==> src/rtl/fpu_seq_pkg.sv <==
// Shared types for the fpu command sequencer: opcodes, FSM states, the queued
// command record and the bit positions inside the fpu flag byte.
package fpu_seq_pkg;

  localparam int DATA_W = 32;

  typedef enum logic [2:0] {
    OP_ADD  = 3'b000,
    OP_SUB  = 3'b001,
    OP_MUL  = 3'b010,
    OP_DIV  = 3'b011,
    OP_LOAD = 3'b100
  } op_e;

  typedef enum logic [2:0] {
    S_IDLE   = 3'd0,
    S_LD_EN  = 3'd1,
    S_LD_WR  = 3'd2,
    S_OP_RUN = 3'd3,
    S_RSP    = 3'd4,
    S_GAP    = 3'd5
  } state_e;

  // op is kept as raw bits so illegal encodings can sit in the FIFO until dropped
  typedef struct packed {
    logic [2:0]        op;
    logic [4:0]        src1;
    logic [4:0]        src2;
    logic [4:0]        dst;
    logic [DATA_W-1:0] data;
  } cmd_t;

  localparam int CMD_W = $bits(cmd_t);

  localparam int FLAG_LESS     = 0;
  localparam int FLAG_GREAT    = 1;
  localparam int FLAG_EQ       = 2;
  localparam int FLAG_INEXACT  = 3;
  localparam int FLAG_DIV_ZERO = 4;
  localparam int FLAG_INV      = 5;
  localparam int FLAG_UN       = 6;
  localparam int FLAG_OV       = 7;

  function automatic logic is_arith(input logic [2:0] op);
    return op inside {OP_ADD, OP_SUB, OP_MUL, OP_DIV};
  endfunction

endpackage

==> src/rtl/fpu_seq_fifo.sv <==
// Synchronous command FIFO; read/write pointers carry one extra wrap bit so
// full and empty are told apart without a separate occupancy counter.
module fpu_seq_fifo
  import fpu_seq_pkg::*;
#(
  parameter int DEPTH = 4
) (
  input  logic             clk,
  input  logic             rstp,
  input  logic             push,
  input  logic [CMD_W-1:0] push_data,
  input  logic             pop,
  output logic [CMD_W-1:0] pop_data,
  output logic             full,
  output logic             empty
);

  localparam int AW = $clog2(DEPTH);

  cmd_t          mem [DEPTH];
  logic [AW:0]   wr_ptr;
  logic [AW:0]   rd_ptr;

  assign empty    = (wr_ptr == rd_ptr);
  assign full     = (wr_ptr[AW] != rd_ptr[AW]) && (wr_ptr[AW-1:0] == rd_ptr[AW-1:0]);
  assign pop_data = mem[rd_ptr[AW-1:0]];

  always_ff @(posedge clk or negedge rstp) begin
    if (!rstp) begin
      wr_ptr <= '0;
      rd_ptr <= '0;
    end else begin
      if (push && !full) begin
        wr_ptr <= wr_ptr + 1'b1;
      end
      if (pop && !empty) begin
        rd_ptr <= rd_ptr + 1'b1;
      end
    end
  end

  // Storage needs no reset: entries are only ever read between the pointers
  always_ff @(posedge clk) begin
    if (push && !full) begin
      mem[wr_ptr[AW-1:0]] <= cmd_t'(push_data);
    end
  end

endmodule

==> src/rtl/fpu_cmd_sequencer.sv <==
// Command front-end for the fpu: queues load/arith commands and drives the fpu
// pins with registered timing. Optional watchdog: define FPU_SEQ_TIMEOUT_EN.
module fpu_cmd_sequencer
  import fpu_seq_pkg::*;
#(
  parameter int WIDTH       = 32,
  parameter int DEPTH       = 4,
  parameter int TIMEOUT_CYC = 64
) (
  input  logic             clk,
  input  logic             rstp,
  input  logic             cmd_valid,
  output logic             cmd_ready,
  input  logic [2:0]       cmd_op,
  input  logic [4:0]       cmd_src1,
  input  logic [4:0]       cmd_src2,
  input  logic [4:0]       cmd_dst,
  input  logic [WIDTH-1:0] cmd_data,
  output logic             rsp_valid,
  input  logic             rsp_ready,
  output logic [WIDTH-1:0] rsp_data,
  output logic [7:0]       rsp_flags,
  output logic             rsp_timeout,
  output logic             busy,
  output logic             fpu_enable,
  output logic             fpu_ld,
  output logic [2:0]       fpu_opcode,
  output logic [4:0]       fpu_addr1,
  output logic [4:0]       fpu_addr2,
  output logic [4:0]       fpu_addr3,
  output logic [WIDTH-1:0] fpu_inp,
  input  logic [WIDTH-1:0] fpu_out,
  input  logic [7:0]       fpu_flags,
  input  logic             fpu_done
);

  state_e             state_q, state_d;
  cmd_t               cur_q, cur_d, head;
  logic [CMD_W-1:0]   head_bits;
  logic               fifo_full, fifo_empty;
  logic               push, pop, capture, timed_out;
  logic               en_d, ld_d;
  logic [2:0]         opc_d;
  logic [4:0]         a1_d, a2_d, a3_d;
  logic [WIDTH-1:0]   inp_d;

  assign cmd_ready = !fifo_full;
  assign push      = cmd_valid && !fifo_full;
  assign head      = cmd_t'(head_bits);
  assign busy      = (state_q != S_IDLE) || !fifo_empty;

  fpu_seq_fifo #(
    .DEPTH (DEPTH)
  ) u_fifo (
    .clk       (clk),
    .rstp      (rstp),
    .push      (push),
    .push_data ({cmd_op, cmd_src1, cmd_src2, cmd_dst, DATA_W'(cmd_data)}),
    .pop       (pop),
    .pop_data  (head_bits),
    .full      (fifo_full),
    .empty     (fifo_empty)
  );

`ifdef FPU_SEQ_TIMEOUT_EN
  localparam int CNT_W = (TIMEOUT_CYC > 1) ? $clog2(TIMEOUT_CYC) : 1;

  logic [CNT_W-1:0] wd_cnt;
  logic             rsp_timeout_q;

  // Counter reads 0 on the first OP_RUN cycle, so the abort lands after TIMEOUT_CYC cycles
  always_ff @(posedge clk or negedge rstp) begin
    if (!rstp) begin
      wd_cnt        <= '0;
      rsp_timeout_q <= 1'b0;
    end else begin
      if (state_q == S_OP_RUN) begin
        wd_cnt <= wd_cnt + 1'b1;
      end else begin
        wd_cnt <= '0;
      end
      if (capture) begin
        rsp_timeout_q <= 1'b0;
      end else if (timed_out) begin
        rsp_timeout_q <= 1'b1;
      end
    end
  end

  assign timed_out   = (state_q == S_OP_RUN) && !fpu_done &&
                       (wd_cnt == CNT_W'(TIMEOUT_CYC - 1));
  assign rsp_timeout = rsp_timeout_q;
`else
  logic unused_timeout_cfg;
  assign unused_timeout_cfg = (TIMEOUT_CYC == 0);
  assign timed_out          = 1'b0;
  assign rsp_timeout        = 1'b0;
`endif

  always_comb begin
    state_d = state_q;
    cur_d   = cur_q;
    pop     = 1'b0;
    capture = 1'b0;
    case (state_q)
      S_IDLE: begin
        // Illegal opcodes are popped here and simply never leave IDLE
        if (!fifo_empty) begin
          pop   = 1'b1;
          cur_d = head;
          if (head.op == OP_LOAD) begin
            state_d = S_LD_EN;
          end else if (is_arith(head.op)) begin
            state_d = S_OP_RUN;
          end
        end
      end
      S_LD_EN:  state_d = S_LD_WR;
      S_LD_WR:  state_d = S_GAP;
      S_OP_RUN: begin
        if (fpu_done) begin
          capture = 1'b1;
          state_d = S_RSP;
        end else if (timed_out) begin
          state_d = S_RSP;
        end
      end
      S_RSP: begin
        if (rsp_ready) begin
          state_d = S_GAP;
        end
      end
      S_GAP:    state_d = S_IDLE;
      default:  state_d = S_IDLE;
    endcase

    // Pin values are derived from the next state so they can be registered
    en_d  = 1'b0;
    ld_d  = 1'b0;
    opc_d = '0;
    a1_d  = '0;
    a2_d  = '0;
    a3_d  = '0;
    inp_d = '0;
    case (state_d)
      S_LD_EN, S_LD_WR: begin
        en_d  = 1'b1;
        ld_d  = (state_d == S_LD_WR);
        opc_d = OP_LOAD;
        a1_d  = cur_d.src1;
        inp_d = WIDTH'(cur_d.data);
      end
      S_OP_RUN: begin
        en_d  = 1'b1;
        opc_d = cur_d.op;
        a1_d  = cur_d.src1;
        a2_d  = cur_d.src2;
        a3_d  = cur_d.dst;
      end
      default: ;
    endcase
  end

  always_ff @(posedge clk or negedge rstp) begin
    if (!rstp) begin
      state_q    <= S_IDLE;
      cur_q      <= '0;
      fpu_enable <= 1'b0;
      fpu_ld     <= 1'b0;
      fpu_opcode <= '0;
      fpu_addr1  <= '0;
      fpu_addr2  <= '0;
      fpu_addr3  <= '0;
      fpu_inp    <= '0;
      rsp_valid  <= 1'b0;
      rsp_data   <= '0;
      rsp_flags  <= '0;
    end else begin
      state_q    <= state_d;
      cur_q      <= cur_d;
      fpu_enable <= en_d;
      fpu_ld     <= ld_d;
      fpu_opcode <= opc_d;
      fpu_addr1  <= a1_d;
      fpu_addr2  <= a2_d;
      fpu_addr3  <= a3_d;
      fpu_inp    <= inp_d;
      rsp_valid  <= (state_d == S_RSP);
      if (capture) begin
        rsp_data  <= fpu_out;
        rsp_flags <= fpu_flags;
      end else if (timed_out) begin
        rsp_data  <= '0;
        rsp_flags <= '0;
      end
    end
  end

endmodule

==> config.mk <==
export PLATFORM = sky130hd
export DESIGN_NAME = fpu_cmd_sequencer
export DESIGN_NICKNAME = d
export VERILOG_FILES = /design/src/rtl/fpu_seq_pkg.sv /design/src/rtl/fpu_seq_fifo.sv /design/src/rtl/fpu_cmd_sequencer.sv
export SDC_FILE = /design/constraint.sdc
export NUM_CORES = 1
export LEC_CHECK = 0
export BUFFER_PORTS_ARGS = -buffer_cell sky130_fd_sc_hd__buf_4
export CAP_MARGIN = 20
export CORE_MARGIN = 5
export CORE_UTILIZATION = 25
export DETAILED_ROUTE_END_ITERATION = 8
export GPL_ROUTABILITY_DRIVEN = 0
export GPL_TIMING_DRIVEN = 0
export PLACE_DENSITY = 0.52
export SYNTH_ARGS = -nofsm -noshare
export SYNTH_HDL_FRONTEND = slang
export SYNTH_HIERARCHICAL = 1
export SYNTH_SLANG_ARGS = --single-unit
==> constraint.sdc <==
create_clock -name clk -period 5.9 [get_ports clk]
set_input_delay 0.59 -clock clk [delete_from_list [all_inputs] [get_ports clk]]
set_output_delay 0.59 -clock clk [all_outputs]
set_load 0.02 [all_outputs]
== Yosys cells after proc, flatten, opt, wreduce, memory -nomap -nowiden ==
Memories as Yosys holds them, arrays and structs flattened.
Index checks and enable logic that the tools add are counted.
Word-level totals
  flip-flop bits (word level): 152
  memory bits (writable): 200
  bits of input ports: 95
  output and inout bits: 96
  word-level logic and storage cells: 70
  memories kept: 1
Memories
  u_fifo.mem: depth 4, bits a word 50, rd ports 1, clocked after memory_dff 0, write ports 1, RTL line fpu_seq_fifo.sv:20  | cmd_t mem [DEPTH];
Operators by class
  $add $sub $neg: 2
  equal/unequal tests: 15
  mux-type cells: 21
  reductions and logical operators: 13
Operators with widths (count)
  2-to-1 mux 50 bit: 2
  2-to-1 mux 32 bit: 1
  equality test 3 x 2 -> 1 bit (second input constant): 6
  2-to-1 mux 3 bit: 5
  2-to-1 mux 5 bit: 3
  one-hot mux 3 bit (5 select lines): 1
  equality test 3 x 1 -> 1 bit (second input constant): 3
  equality test 3 bit (second input constant): 3
  2-to-1 mux 1 bit: 8
  adder 3 x 1 -> 3 bit (second input constant): 2
  logical NOT 3 bit: 2
  one-hot mux 3 bit (2 select lines): 1
  logical AND 1 bit: 4
  nonzero test 4 bit: 1
  equality test 3 bit: 1
  nonzero test 3 bit: 1
  OR reduction 3 bit: 1
  equality test 2 bit: 1
  logical NOT 1 bit: 2
  OR reduction 2 bit: 1
  logical OR 1 bit: 1
  != test 1 bit: 1

== Logic depth before layout (Yosys ltp) ==
Gate-level depths: netlist of the first run.
An unclocked memory read counts as a cell.
  depth in word-level cells: 10
  depth in mapped cells: 9

== Hierarchy ==
Netlist of the first run, hierarchy kept.
Modules (own cells, without submodules)
  fpu_seq_fifo: times used 1, cells an instance 310, area each 7663.6 um^2, seq. area each 6155.9 um^2
  fpu_cmd_sequencer: times used 1, cells an instance 374, area each 5647.9 um^2, seq. area each 3653.5 um^2

== Least setup slack after synthesis of the first run ==
No wires, ideal clock.
  kind: register -> register
  start: reg u_fifo.rd_ptr[0]
  end: mem u_fifo/mem[3][0] (netlist bit), enable pin
  library setup time: 0.491 ns
  data arrival time: 3.837 ns
  data required time: 5.409 ns
  path slack: 1.572 ns
  cell stages (with the launch flop): 8
  clock period less this slack: 4.328 ns
  cells stage by stage: dfrtp_1 > buf_4 > xnor2_1 > nand3_1 > inv_1 > nor2b_1 > nand2_1 > a31oi_1
On the way
  longest elaborated chain between the ends: 7
RTL lines
  from (decl): RTL line fpu_seq_fifo.sv:22  | logic [AW:0] rd_ptr;
  from (signal assigned): RTL line fpu_seq_fifo.sv:37  | rd_ptr <= rd_ptr + 1'b1;
  equality test 2 bit: RTL line fpu_seq_fifo.sv:25  | assign full = (wr_ptr[AW] != rd_ptr[AW]) && (wr_ptr[AW-1:0] == rd_ptr[AW-1:0]);
  logical AND 1 bit: RTL line fpu_seq_fifo.sv:25
  named net fifo_full: RTL line fpu_cmd_sequencer.sv:40  | logic fifo_full, fifo_empty;
  logical NOT 1 bit: RTL line fpu_cmd_sequencer.sv:48  | assign push = cmd_valid && !fifo_full;
  logical AND 1 bit: RTL line fpu_cmd_sequencer.sv:48
  named net push: RTL line fpu_cmd_sequencer.sv:41  | logic push, pop, capture, timed_out;
  logical AND 1 bit: RTL line fpu_seq_fifo.sv:44  | if (push && !full) begin
  2-to-1 mux 1 bit: RTL line fpu_seq_fifo.sv:44
  2-to-1 mux 1 bit (implied by the code): RTL line fpu_seq_fifo.sv:45  | mem[wr_ptr[AW-1:0]] <= cmd_t'(push_data);
  to (decl): RTL line fpu_seq_fifo.sv:20
The timed path passes the listed nets, and every way through them passes these cells.

== Final worst setup path of the first run ==
  start: reg u_fifo.rd_ptr[0]
  end: out busy
On the way
  longest elaborated chain between the ends: 3
RTL lines
  equality test 3 bit: RTL line fpu_seq_fifo.sv:24  | assign empty = (wr_ptr == rd_ptr);
  named net fifo_empty: RTL line fpu_cmd_sequencer.sv:40
  logical NOT 1 bit: RTL line fpu_cmd_sequencer.sv:50  | assign busy = (state_q != S_IDLE) || !fifo_empty;
  logical OR 1 bit: RTL line fpu_cmd_sequencer.sv:50
  to (decl): RTL line fpu_cmd_sequencer.sv:24  | output logic busy,
The timed path passes the listed nets, and every way through them passes these cells.

==> out/metrics.yaml, run 1 <==
status: "completed"
cts_made_buffers: 41
synth-seq-area-share_pct: 73.7
num-fill-cells: 5092
routed-via-count: 6861
hold_path_end: "u_fifo/mem[1][23]"
maxSlewViolCount: 0
p_per_area_nw_per_um2: 586
clock_skew_ns: 0.0141
fp.dieW_um: 241
clk_latency_ns: 0.55
rr_startpoint: "u_fifo/rd_ptr[0]"
yosys_most_used_dff: "edfxtp_1"
dieArea_um2: 58000
slew_headroom_pct: 31.8
syn-mean-instance-area_um2: 19.5
drt_pass1_iterations: 4
worst_ep_required_time_ns: 5.31
grt_pass1_wl_um: 48300
final_util_pct: 32.6
max-vdd-ir-drop_mv: 0.238
setup_violations: 0
cp_data_arrival_time_ns: 2.87
timing.fmax_ghz: 0.289
synth_top_cell_area_share_pct: 45.1
cts_sinks: 352
whs_path_depth: 1
rows: 84
path_class: "flop to output port"
clockBufferDepth: 3
dp_hpwl_um: 20300
core-area_um2: 52700
grt_use_total_pct: 11.2
hp-start: "cmd_data[23]"
rsz0062_at_grt: "false"
io_buffer_count: 189
cts-root-buf: "clkbuf_16"
post_drt_wl_per_cell_um: 19.7
ctsHtreeMaxLevel: 2
cts.repair.resized: 0
synth-edff-count: 200
cp_max_fo: 8
grt_max_degree: 107
yosys_register_bits: 352
dieHeight_um: 241
cts_tree: "yes"
mappedNetlistNets: 784
tightest_slew_ns: 1.02
p_leak_nw: 6.70
path_clk_slew_ns: 0.06
drt_iter0_markers: 239
io_pins: 191
synthTopCellsByArea: "edfxtp_1 45%, dfrtp_1 29%, mux4_2 8.5%, mux2_2 4.8%, a211oi_2 2.8%"
post-route-period-util_pct: 58.6
postRouteAntennaNets: 0
final_cell_mix: "200 x edfxtp_1, 196 x buf_4, 152 x dfrtp_1"
hold_path_class: "primary input to flop"
diodes: 0
fin_crit_ns: 3.46
start_util_pct: 25.3
drt_wl_total_um: 32300
ys.warnings.count: 6
cts_setup_buffers: 0
final_common_cell: "edfxtp_1"
synthesis.area_um2: 13300
fin_tns_setup_ns: 0
ctsHoldBuffers: 1
async_flop_share_pct: 43.2
rrSetupSlack_ns: 2.46
globalRoute.totalOverflow: 0
area_growth_pct: 28.9
cap_viol_max_count: 0
grt_antenna_before_repair: 3
crit_path_end_kind: "output port"
ys_types: 48
start_kind: "flop"
r2r_end: "fpu_inp[1]"
hold_violations: 0
synth_area_leader_cell: "edfxtp_1"
drc: 0
netlist_instances: 684
ff2ff_path_depth: 7
finalNetCount: 1023
grt_pass1_vias: 7500
drive_gt1_share_pct: 45.1
vias_per_cell: 4.17
## cell type report
cell class	count	area (um2)	area share [%]
Buffer	35	243	1.41
Clock buffer	55	1170	6.83
Clock inverter	21	195	1.14
Inverter	42	158	0.919
Multi-Input combinational cell	255	3130	18.3
Sequential cell	352	9810	57.2
Tap cell	688	861	5.02
Timing Repair Buffer	196	1590	9.25
## synthesized netlist by cell type (2+ instances only)
cell type / n
xnor2_1: 5
o31ai_1: 6
dfrtp_1: 152
edfxtp_1: 200
and2_1: 12
and3_1: 4
buf_12: 3
a211oi_1: 6
buf_2: 13
mux4_2: 50
ha_1: 5
nor3_1: 2
inv_1: 42
clkbuf_1: 4
buf_4: 8
mux2i_1: 33
nand2b_1: 3
or4_1: 2
buf_1: 4
nor3b_1: 6
nor2_1: 2
xor2_1: 3
o21bai_1: 2
nor2b_1: 2
nand2_1: 3
buf_6: 2
a211oi_2: 30
a21oi_1: 4
mux2_2: 57
## critical path: stages (launching register included)
cell	delay, ns
dfrtp_1	0.38
buf_4	0.19
xor2_1	0.23
nor3_1	0.77
inv_1	0.12
or4_1	0.42
buf_4	0.18
## per-layer routing
metal | share of wire [%] | vias to the layer above | GRT usage (%)
met4 | 2.3 | 4 | 3.56
met3 | 6.0 | 53 | 2.63
met5 | 0.065 | - | 0
met1 | 46 | 3544 | 15.3
li1 | - | 3075 | -
met2 | 46 | 185 | 17.6
## metrics by stage
step	hold slack [ns]	instances	area [um2]	total power, mW	setup slack, ns
after detailed placement	0.469	1567	15800	7.68	2.31
after global placement	0.467	1561	15600	7.60	-1.77
final	0.239	1644	17200	10.1	2.44
after global routing	0.200	1644	17200	10.7	2.14
after floorplan	0.294	684	13300	6.21	1.57
after CTS	0.188	1644	17200	10.3	2.28
## cells by family (layout without fill, tap and decap cells)
group | count (synthesis) | after routing | share of synthesized area, %
simple gates | 44 | 44 | 2.21
mux | 140 | 140 | 15.8
other cells | 1 | 1 | 0.0282
buf+inv | 77 | 349 | 3.01
fa+ha+maj | 5 | 5 | 0.470
xor+xnor | 9 | 9 | 0.649
flops | 352 | 352 | 73.7
compound gates | 56 | 56 | 4.18
## how the worst max path moves through the flow
stage                           from  slack, ns          endpoint  cells after the start
floorplan           u_fifo/rd_ptr[0]       1.57  u_fifo/mem[3][0]                      7
global placement    u_fifo/rd_ptr[1]      -1.77  u_fifo/mem[3][4]                      7
detailed placement  u_fifo/rd_ptr[1]       2.31        fpu_inp[1]                      7
CTS                 u_fifo/rd_ptr[1]       2.28        fpu_inp[1]                      7
global route        u_fifo/rd_ptr[1]       2.14        fpu_inp[1]                      7
finish              u_fifo/rd_ptr[0]       2.44              busy                      6
## report_power, final
| group | switching (mW) | leakage, nW | internal (mW) |
|---|---|---|---|
| sequential | 0.237 | 3.72 | 3.45 |
| combinational | 2.21 | 2.32 | 1.61 |
| clock | 1.02 | 0.661 | 1.53 |
| total | 3.47 | 6.70 | 6.59 |
## state kept, by name, summed over array words and instances, names as in the netlist, 5 cells and up
signal,count
cur_q,50
fpu_addr1,5
fpu_addr2,5
fpu_addr3,5
fpu_inp,32
rsp_data,32
rsp_flags,8
u_fifo/mem,200
(Power assumes the default switching activity.)
==> run 2, diff against run 1 <==
==> constraint.sdc (replaced) <==
create_clock -name clk -period 3.26 [get_ports clk]
set_input_delay 0.326 -clock clk [delete_from_list [all_inputs] [get_ports clk]]
set_output_delay 0.326 -clock clk [all_outputs]
set_load 0.02 [all_outputs]
==> run 2 against run 1 <==
- register-to-register slack got worse by 2.2 ns
- largest power group unchanged
- critical endpoint is now fpu_inp[15]
- wire length fell by 0.13%
- sequential share of layout area fell by 3.2 points
- sequential cell count did not move
- clock skew fell by 0.0019 ns
==> out/metrics.yaml, run 2 (same netlist as run 1, synthesis figures left out) <==
layout.cells.non_filler: 1739
dp_hpwl_um: 20400
hold_violations: 0
fin_crit_ns: 2.97
setup_ws_ns: 0.287
routed-via-count: 7181
timing.fmax_ghz: 0.336
start_util_pct: 25.3
clockBufferDepth: 3
setup_violations: 0
grt_max_degree: 93
crit_path_end_kind: "flop"
hold_path_class: "primary input to flop"
final_common_cell: "buf_4"
io_pins: 191
cts_sinks: 352
grt_antenna_before_repair: 3
path_class: "flop to flop"
final_util_pct: 34.5
dieArea_um2: 58000
post-route-period-util_pct: 91.2
hp-start: "fpu_done"
crit_chain: "buf_2 > buf_2 > mux4_2 > o21bai_1 > a22o_1 > clkbuf_1 > a211oi_2"
fin_tns_setup_ns: 0
cp_max_fo: 10
grt_pass1_vias: 8022
largest_reg_flops: 200
clock_skew_ns: 0.0123
rows: 84
p_per_area_nw_per_um2: 1020
startpoint: "u_fifo/rd_ptr[1]"
status: "completed"
post_drt_wl_per_cell_um: 18.6
num-fill-cells: 5022
critPathSlowestCell: "clkbuf_1"
tightest_slew_ns: 0.793
drc: 0
dieHeight_um: 241
grt_pass1_wl_um: 48900
cts_made_buffers: 41
clk_latency_ns: 0.55
critical_path.top_delay_family: "buffers and inverters"
diodes: 0
pre_cts_ws_ns: -0.0657
rr_startpoint: "u_fifo/rd_ptr[1]"
cts_tree: "yes"
area_growth_pct: 36.6
drt_iter0_markers: 348
drt_pass1_iterations: 4
cap_viol_max_count: 0
cp_common_cell: "buf_2"
core-area_um2: 52700
cts-root-buf: "clkbuf_16"
rsz0062_at_grt: "false"
place_inst: 1568
worst_ep_required_time_ns: 3.64
p_leak_nw: 7.16
drt_wl_total_um: 32300
start_kind: "flop"
placed_area_um2: 15800
maxSlewViolCount: 0
final_cell_mix: "202 x buf_4, 200 x edfxtp_1, 152 x dfrtp_1"
slew_headroom_pct: 47.0
crit_buf_inv: 3
postRouteAntennaNets: 0
finalNetCount: 1121
max-vdd-ir-drop_mv: 0.511
cp_data_arrival_time_ns: 3.36
final_cell_area_um2: 18200
io_buffer_count: 189
fp.dieW_um: 241
worst_path_largest_cell_delay_ns: 0.61
globalRoute.totalOverflow: 0
vias_per_cell: 4.13
drive_gt1_share_pct: 42.2
path_clk_slew_ns: 0.06
ctsHtreeMaxLevel: 2
grt_use_total_pct: 11.1
## run 2: path summary, 6_finish.rpt
kind,end,slack [ns],cells past startpoint
worst max-delay path,fpu_inp[15],0.29,7
worst max register to register,fpu_inp[15],0.29,7
worst min-delay path,state_q[2],0.21,3
worst min register to register,cur_q[2],0.48,2
min in group asynchronous,rsp_data[25],0.32,2
max in group asynchronous,fpu_inp[4],2.07,3
## run 2: power by group
part	internal, mW	total [mW]	leakage, nW	switching, mW
sequential	6.25	6.68	3.72	0.432
clock	3.06	4.84	0.707	1.79
combinational	3.02	7.02	2.74	4.00
total	12.3	18.5	7.16	6.22
## run 2: metal layers
layer / global-route usage [%] / up-vias / routed length, um
met5: 0 / - / 26
met4: 3.54 / 4 / 667
met3: 2.50 / 51 / 1980
met2: 18.6 / 200 / 15400
met1: 14.6 / 3644 / 14200
li1: - / 3282 / -
## run 2: area by class of cell
cell class                      count  area (um2)  share of cell area [%]
Buffer                             35         245                    1.35
Clock buffer                       51        1110                    6.12
Clock inverter                     22         318                    1.75
Inverter                           42         158                   0.867
Multi-Input combinational cell    255        3140                    17.3
Sequential cell                   352        9810                    54.0
Tap cell                          688         861                    4.73
Timing Repair Buffer              294        2540                    14.0
## run 2: metrics by stage
stage | hold WS [ns] | total power [mW]
final | 0.215 | 18.5
after detailed placement | 0.310 | 13.9
after global placement | 0.471 | 13.8
after floorplan | 0.0304 | 11.3
after global routing | 0.251 | 19.7
after CTS | 0.172 | 19.0
## run 2: worst reg2reg max path, stage by stage (launching register included)
cell      delay, ns
dfrtp_1        0.34
buf_2          0.31
buf_2          0.38
mux4_2         0.42
o21bai_1       0.16
a22o_1         0.50
clkbuf_1       0.61
a211oi_2       0.10
## run 2: timing repair
action | 4_1_cts | 5_1_grt
hold endpoints to repair | 300 | 0
buffers inserted | 0 | 7
hold buffers | 91 | 0
gates cloned | 0 | 0
setup endpoints to repair | 21 | 29
resized for setup | 1 | 5
==> run 3, diff against run 2 <==
--- a/config.mk
+++ b/config.mk
@@ -7,6 +7,7 @@
 export LEC_CHECK = 0
 export BUFFER_PORTS_ARGS = -buffer_cell sky130_fd_sc_hd__buf_4
 export CAP_MARGIN = 20
+export CORE_ASPECT_RATIO = 1.75
 export CORE_MARGIN = 5
 export CORE_UTILIZATION = 25
 export DETAILED_ROUTE_END_ITERATION = 8
==> run 3 against run 2 <==
- combinational power fell by 2%
- core utilization decreased by 1.7 points
- critical path depth increased by 1
- critical endpoint is now u_fifo/mem[3][6]
==> out/metrics.yaml, run 3 (same netlist as run 1, synthesis figures left out) <==
postRouteAntennaNets: 0
drc: 0
seqPwrFrac_pct: 38.2
cp_max_fo: 20
cts_sinks: 352
slew_headroom_pct: 37.1
timing.fmax_ghz: 0.330
final_cell_mix: "200 x edfxtp_1, 196 x buf_4, 152 x dfrtp_1"
status: "completed"
crit_chain: "buf_4 > xnor2_1 > nand3_1 > inv_1 > nor2b_1 > nand2_1 > a31oi_4 > buf_12"
cts_tree: "yes"
grt_max_degree: 84
final_cell_area_um2: 17400
p_leak_nw: 6.80
worst_ep_required_time_ns: 3.48
fin_tns_setup_ns: 0
final_util_pct: 32.8
tightest_slew_ns: 0.939
place_inst: 1563
fp.dieW_um: 184
io_pins: 191
dieHeight_um: 315
finalNetCount: 1070
cts_made_buffers: 34
path_clk_slew_ns: 0.06
setup_violations: 0
maxSlewViolCount: 0
worst_path_largest_cell_delay_ns: 0.74
placed_area_um2: 15800
post_drt_wl_per_cell_um: 18.7
layout.cells.non_filler: 1681
vias_per_cell: 4.17
globalRoute.totalOverflow: 0
cts-root-buf: "clkbuf_16"
clockPowerShare_pct: 22.5
rows: 112
rrSetupSlack_ns: 0.23
cap_viol_max_count: 0
drive_gt1_share_pct: 41.8
holdWs_ns: 0.0418
crit_path_end_kind: "flop"
dieArea_um2: 58100
cp_data_arrival_time_ns: 3.25
io_buffer_count: 189
area_growth_pct: 31.0
final_common_cell: "edfxtp_1"
ctsHtreeMaxLevel: 2
largest_reg_flops: 200
post-route-period-util_pct: 93.1
start_kind: "flop"
max-vdd-ir-drop_mv: 0.320
p_per_area_nw_per_um2: 1000
routed-via-count: 7011
clk_latency_ns: 0.52
drt_wl_total_um: 31500
grt_pass1_vias: 7790
p_sw_share_pct: 34.5
fin_crit_ns: 3.03
path_class: "flop to flop"
drt_iter0_markers: 276
clock_skew_ns: 0.0188
core-area_um2: 53100
grt_use_total_pct: 10.8
hold_path_class: "primary input to flop"
p_sw_mw: 6.04
drt_pass1_iterations: 4
grt_antenna_before_repair: 3
hold_violations: 0
rsz0062_at_grt: "false"
power.share.combinational_pct: 39.3
start_util_pct: 25.1
dp_hpwl_um: 22200
clockBufferDepth: 3
p_int_mw: 11.5
grt_pass1_wl_um: 47900
critPathSlowestCell: "a31oi_4"
==> run 3: changes by cell type in the layout (fill, tap and decap cells not counted), moves of 2 or more <==
| cell | before | now |
|---|---|---|
| buf_12 | 9 | 6 |
| buf_16 | 1 | 3 |
| buf_4 | 202 | 196 |
| bufinv_16 | 8 | 3 |
| clkbuf_1 | 7 | 12 |
| clkbuf_16 | 41 | 35 |
| clkbuf_2 | 3 | 1 |
| clkbuf_8 | 5 | 2 |
| clkinv_2 | 7 | 4 |
| diode_2 | 0 | 2 |
| dlygate4sd3_1 | 91 | 55 |
| inv_4 | 2 | 0 |
| inv_6 | 0 | 2 |
==> run 3: power by group through the flow <==
stage	Sequential (mW)	Clock (mW)	Combinational, mW
final	6.69	3.94	6.89
after global routing	6.83	4.26	7.51
after CTS	6.71	4.11	7.13
after detailed placement	6.79	0	7.05
after global placement	6.80	0	6.87
after floorplan	7.28	0	3.97
==> run 3: through the flow <==
stage	setup WS, ns	power (mW)
floorplan	0.352	11.3
global placement	-1.21	13.7
detailed placement	-0.310	13.8
CTS	0.00230	17.9
global route	0.00364	18.6
finish	0.225	17.5
==> run 3: repair_timing <==
action	in CTS	in global routing
hold endpoints to repair	273	0
gates resized for setup	1	3
setup buffers	0	0
endpoints found under the setup margin	31	3
hold buffers	55	0
==> run 3: worst paths after layout <==
| check | startpoint | endpoint | cells past startpoint |
|---|---|---|---|
| hold / removal | fpu_out[12] | rsp_data[12] | 2 |
| setup reg to reg | u_fifo/rd_ptr[0] | u_fifo/mem[3][6] | 8 |
| hold reg to reg | cur_q[2] | cur_q[2] | 2 |
| min in group asynchronous | rstp | fpu_inp[26] | 2 |
| max in group asynchronous | rstp | rsp_data[22] | 3 |
| setup / recovery | u_fifo/rd_ptr[0] | u_fifo/mem[3][6] | 8 |
==> run 3: cell type report <==
class	instances	area (um2)
Clock inverter	15	158
Sequential cell	352	9810
Fill cell	5138	35700
Buffer	35	249
Clock buffer	46	937
Antenna cell	2	5.00
Inverter	42	158
Timing Repair Buffer	250	2120
Multi-Input combinational cell	255	3140
Tap cell	684	856
==> run 3: per-layer routing <==
metal / wire [um] / vias up / GRT usage [%]
li1: - / 3166 / -
met1: 11500 / 3597 / 12.1
met2: 17300 / 195 / 20.4
met3: 1840 / 51 / 2.15
met4: 816 / 2 / 3.48
met5: 13 / - / 0
==> run 3: worst max-delay path, delay by kind of cell, from the launching register on <==
kind | cells | cell delay [ns]
xor+xnor | 1 | 0.24
simple gates | 3 | 0.79
buf+inv | 3 | 0.55
flops | 1 | 0.38
compound gates | 1 | 0.74
